## src/rtl/bnn_pkg.sv

```systemverilog
// Shared types and geometry for the BNN frame front/back end.
package bnn_pkg;
  localparam int ROWS      = 16;
  localparam int COLS      = 16;
  localparam int N_OUT     = 4;
  localparam int OUT_W     = 7;
  localparam int ROW_CNT_W = $clog2(ROWS);

  typedef logic [ROWS-1:0][COLS-1:0]   frame_t;
  typedef logic [N_OUT-1:0][OUT_W-1:0] result_t;
  typedef enum logic [1:0] {IDLE, SETTLE, RESULT} state_e;
endpackage

```

## src/rtl/bnn_row_assembler.sv

```systemverilog
// Collects row-serial image data into a shadow frame and checks frame framing.
module bnn_row_assembler
  import bnn_pkg::*;
(
  input  logic            clk_i,
  input  logic            rst_ni,
  input  logic            row_valid_i,
  input  logic [COLS-1:0] row_data_i,
  input  logic            row_last_i,
  input  logic            clr_full_i,
  output logic            row_ready_o,
  output frame_t          shadow_o,
  output logic            full_o,
  output logic            err_o
);
  logic [ROW_CNT_W-1:0] row_cnt_q, row_cnt_d;
  logic                 full_q, full_d, err_q;
  frame_t               shadow_q;
  logic                 accept, at_last, bad;

  assign accept  = row_valid_i & ~full_q;
  assign at_last = (row_cnt_q == ROW_CNT_W'(ROWS-1));
  // last flag must coincide exactly with the final row slot
  assign bad     = accept & (row_last_i ^ at_last);

  always_comb begin
    row_cnt_d = row_cnt_q;
    full_d    = full_q & ~clr_full_i;
    if (accept) begin
      if (bad || at_last) row_cnt_d = '0;
      else                row_cnt_d = row_cnt_q + 1'b1;
      if (!bad && at_last) full_d = 1'b1;
    end
  end

  always_ff @(posedge clk_i or negedge rst_ni) begin
    if (!rst_ni) begin
      row_cnt_q <= '0;
      full_q    <= 1'b0;
      err_q     <= 1'b0;
      shadow_q  <= '0;
    end else begin
      row_cnt_q <= row_cnt_d;
      full_q    <= full_d;
      err_q     <= bad;
      if (accept && !bad) shadow_q[row_cnt_q] <= row_data_i;
    end
  end

  assign row_ready_o = ~full_q;
  assign shadow_o    = shadow_q;
  assign full_o      = full_q;
  assign err_o       = err_q;
endmodule

```

## src/rtl/bnn_frame_io.sv

```systemverilog
// Streams a frame into the combinational BNN core, waits for it to settle,
// and returns the captured result over a valid/ready stream.
module bnn_frame_io
  import bnn_pkg::*;
#(
  parameter int SETTLE_CYCLES = 8
) (
  input  logic            clk_i,
  input  logic            rst_ni,
  input  logic            row_valid_i,
  output logic            row_ready_o,
  input  logic [COLS-1:0] row_data_i,
  input  logic            row_last_i,
  output frame_t          frame_o,
  input  result_t         result_i,
  output logic            res_valid_o,
  input  logic            res_ready_i,
  output result_t         res_data_o,
  output logic            frame_err_o,
  output logic            busy_o
);
  state_e     state_q;
  logic [7:0] settle_q;
  frame_t     frame_q, shadow;
  result_t    res_q;
  logic       res_vld_q, busy_q, shadow_full, xfer;

  assign xfer = (state_q == IDLE) & shadow_full;

  bnn_row_assembler u_asm (
    .clk_i       (clk_i),
    .rst_ni      (rst_ni),
    .row_valid_i (row_valid_i),
    .row_data_i  (row_data_i),
    .row_last_i  (row_last_i),
    .clr_full_i  (xfer),
    .row_ready_o (row_ready_o),
    .shadow_o    (shadow),
    .full_o      (shadow_full),
    .err_o       (frame_err_o)
  );

  // frame_q only moves on the IDLE->SETTLE transfer so the core sees a stable input
  always_ff @(posedge clk_i or negedge rst_ni) begin
    if (!rst_ni) begin
      state_q   <= IDLE;
      settle_q  <= '0;
      frame_q   <= '0;
      res_q     <= '0;
      res_vld_q <= 1'b0;
      busy_q    <= 1'b0;
    end else begin
      case (state_q)
        IDLE: if (shadow_full) begin
          frame_q  <= shadow;
          settle_q <= 8'(SETTLE_CYCLES - 1);
          busy_q   <= 1'b1;
          state_q  <= SETTLE;
        end
        SETTLE: if (settle_q == 8'd0) begin
          res_q     <= result_i;
          res_vld_q <= 1'b1;
          state_q   <= RESULT;
        end else begin
          settle_q <= settle_q - 8'd1;
        end
        RESULT: if (res_ready_i) begin
          res_vld_q <= 1'b0;
          busy_q    <= 1'b0;
          state_q   <= IDLE;
        end
        default: state_q <= IDLE;
      endcase
    end
  end

  assign frame_o     = frame_q;
  assign res_valid_o = res_vld_q;
  assign res_data_o  = res_q;
  assign busy_o      = busy_q;
endmodule

```

## config.mk

```make
export PLATFORM = sky130hd
export DESIGN_NAME = bnn_frame_io
export DESIGN_NICKNAME = d
export VERILOG_FILES = /design/src/rtl/bnn_pkg.sv /design/src/rtl/bnn_row_assembler.sv /design/src/rtl/bnn_frame_io.sv
export SDC_FILE = /design/constraint.sdc
export NUM_CORES = 1
export LEC_CHECK = 0
export CAP_MARGIN = 10
export CORE_ASPECT_RATIO = 0.6
export CORE_UTILIZATION = 31
export CTS_CLUSTER_SIZE = 30
export DETAILED_ROUTE_END_ITERATION = 10
export HOLD_SLACK_MARGIN = 0.06
export PLACE_DENSITY = 0.56
export SLEW_MARGIN = 20
export SYNTH_ARGS = -nofsm -noshare
export SYNTH_HDL_FRONTEND = slang
export SYNTH_SLANG_ARGS = --single-unit
```

## constraint.sdc

```tcl
create_clock -name clk_i -period 2.31 [get_ports clk_i]
set_input_delay 0.231 -clock clk_i [delete_from_list [all_inputs] [get_ports clk_i]]
set_output_delay 0.231 -clock clk_i [all_outputs]
set_load 0.005 [all_outputs]
```

==> results of run 1 <==
[placed cells by master, fill, tap and decap left out, drive strengths merged, types with 8 or more instances in the layout]
cell and n:
mux2 284, nand3 11, clkdlybuf4s50 332, clkinv 14, nand2 778, dfrtp 558, o21ai 9, nor2 8
clkbuf 73, inv 11, buf 82
[worst max-delay path, stage by stage, from the launching register on]
cell	delay, ns
dfrtp_1	0.39
inv_2	0.09
ha_4	0.14
or3b_4	0.37
or4_4	0.57
bufbuf_16	0.31
mux2_4	0.28
[sequential cells by signal, summed over array words and instances, names as in the netlist]
register and count:
frame_o 256, busy_o 1, u_asm.full_o 1, state_q 2, u_asm.shadow_o 256, u_asm.err_o 1, u_asm.row_cnt_q 4, settle_q 8
res_data_o 28, res_valid_o 1
[repair_timing]
item	CTS	global route
gates cloned	2	0
hold endpoints to repair	44	0
resized for setup	6	1
setup endpoints to repair	28	21
pin swaps	1	1
hold buffers	1	0
setup buffers	4	3
[final timing paths]
check | cells after the start | startpoint | slack (ns) | endpoint
setup / recovery | 6 | settle_q[0]$_DFFE_PN0P_ | 0.04 | res_data_o[1]$_DFFE_PN0P_
hold / removal | 2 | rst_ni | 0.19 | frame_o[248]$_DFFE_PN0P_
setup reg to reg | 6 | settle_q[0]$_DFFE_PN0P_ | 0.04 | res_data_o[1]$_DFFE_PN0P_
hold reg to reg | 2 | u_asm.shadow_o[96]$_DFFE_PN0P_ | 0.45 | frame_o[96]$_DFFE_PN0P_
max in group asynchronous | 4 | rst_ni | 1.09 | frame_o[50]$_DFFE_PN0P_
min in group clk_i | 2 | result_i[11] | 0.25 | res_data_o[11]$_DFFE_PN0P_
[layout make-up]
| class | count | area [µm²] | area share |
|---|---|---|---|
| Timing Repair Buffer | 416 | 4214 | 0.1506 |
| Clock inverter | 26 | 314.1 | 0.01122 |
| Sequential cell | 558 | 13960 | 0.4989 |
| Inverter | 8 | 30.03 | 0.001073 |
| Antenna cell | 1 | 2.502 | 0.00008942 |
| Clock buffer | 73 | 1584 | 0.05660 |
| Tap cell | 900 | 1126 | 0.04024 |
| Multi-Input combinational cell | 1146 | 6751 | 0.2412 |
[through the flow]
stage,worst slack (ns),cells
floorplan,0.01725,1817
global placement,-0.03020,3019
detailed placement,-0.06787,3019
CTS,0.03218,3125
global route,-0.01030,3127
finish,0.03675,3128
[layer usage]
metal	global-route usage	vias to the layer above
li1	-	6570
met2	0.2503	366
met3	0.03404	88
met5	0	-
met1	0.2507	7324
met4	0.04800	2
[report_power, final]
| part | switching (W) | internal, W |
|---|---|---|
| sequential | 0.000590 | 0.0108 |
| combinational | 0.00101 | 0.00157 |
| clock | 0.00391 | 0.00549 |
[logic make-up (layout without fill, tap and decap cells)]
logic type	after synthesis	in the layout	synth area share
xor gates and xnor gates	2	2	0.0008287
muxes	288	288	0.1548
and+or+nand+nor	828	828	0.1526
adders and majority gates	6	6	0.003551
AOI/OAI and AO/OA	22	22	0.006569
other	0	1	0
DFF	558	558	0.6605
buffers and inverters	113	523	0.02125
==> flow_summary.yaml, run 1 <==
sta:
  maxSlewViolCount: 0
  min_period_ns: 2.273
  grt_setup_unrepaired: "true"
  setup-tns-final_ns: 0
  finalSetupViolCount: 0
  tightestPinTransition_ns: 0.7840
  final.period_utilization: 0.9841
  skew_ns: 0.02123
  slew_headroom: 0.4773
  finalHoldViolCount: 0
  hold_slack_ns: 0.1866
  fmax_mhz: 439.9
clock_network:
  cts_root_buffer: "clkbuf_16"
  clk_pin_slew_worst_paths_ns: 0.06
  clockBufferDepth: 3
  numClockSinks: 558
  tritoncts: "done"
  numCtsBuffers: 54
  clock_latency_ns: 0.61
  htreeDepth: 2
layout:
  fin_util: 0.4186
  design_area_um2: 27990
  nets: 2239
  layout-drive-gt1-share: 0.2115
  fill_cells: 6323
  area_delta_synth_final_pct: 32.37
setup_path:
  critical_path_required_ns: 2.79
  arrival_ns: 2.75
  crit_type: "flip-flop to flip-flop"
  crit_path_start_kind: "flip-flop"
  crit_path_max_fanout: 5
  end_kind: "flip-flop"
hold_path:
  hold_path.class: "primary input to async pin"
synthesis:
  synth_top_area_frac: 0.6605
  ys.flop_type: "dfrtp_1"
  synth_cell_types: 38
  netlist_instances: 1817
  avgSynthCellArea_um2: 11.64
  ys_seq_elements: 558
  ys_async_sr_fraction: 1.000
  yosys-top-cells-count: "778 x nand2_1, 558 x dfrtp_1, 275 x mux2_2"
  ys_top_cells_by_area: "dfrtp_1 66%, mux2_2 15%, nand2_1 14%"
  post-synth-top-area-cell: "dfrtp_1"
  synth.yosys.seq_area_share: 0.6605
  synth_edf_count: 0
  synth.most_common_cell: "nand2_1"
  yosysWarnings: 0
  synth_nets: 1872
  netlist_area_um2: 21140
place:
  port_buffers: 336
  dpl_cell_area_um2: 25940
  gp_congestion: 0.7830
  dp_hpwl_um: 37600
die:
  fp-row-count: 73
  fp.dieH_um: 204.3
  fp.dieArea_um2: 69280
  coreArea_um2: 66860
  ios: 337
  die_w_um: 339.1
  initial_core_util: 0.3162
route:
  routed-wl-met2_um: 25280
  highest-signal-layer: "met5"
  via_per_inst: 4.588
  first_iter_violations: 807
  drc: 0
  routed_wl_um: 58750
  m1WireLength_um: 28670
  post_drt_wl_per_cell_um: 18.78
  dr.pass1.iters: 5
  postRouteAntennaNets: 0
  wl_met3_um: 3434
  num_vias: 14350
global_routing:
  grt_pass1_vias: 14934
  grt-ovfl-total: 0
  grt_util_all_layers: 0.1695
  antenna_found_initial: 4
  grt_max_degree: 134
  grt_pass1_wl_um: 90030
pwr:
  power_density_nw_per_um2: 835.6
  total_power_w: 0.02339
  peakVddDrop_v: 0.0005602
  p_leak_nw: 14.18
run_status:
  status: "completed"
flow_run:
  drv_cap: 0
Note: power is estimated with default switching activity, not from simulation.
==> run 2, diff against run 1 <==
--- a/config.mk
+++ b/config.mk
@@ -5,6 +5,8 @@
 export SDC_FILE = /design/constraint.sdc
 export NUM_CORES = 1
 export LEC_CHECK = 0
+export ABC_AREA = 0
+export ABC_CLOCK_PERIOD_IN_PS = 2310
 export CAP_MARGIN = 10
 export CORE_ASPECT_RATIO = 0.6
 export CORE_UTILIZATION = 31
==> results of run 2 <==
Final layout, timing and power as in run 1 (identical DEF).
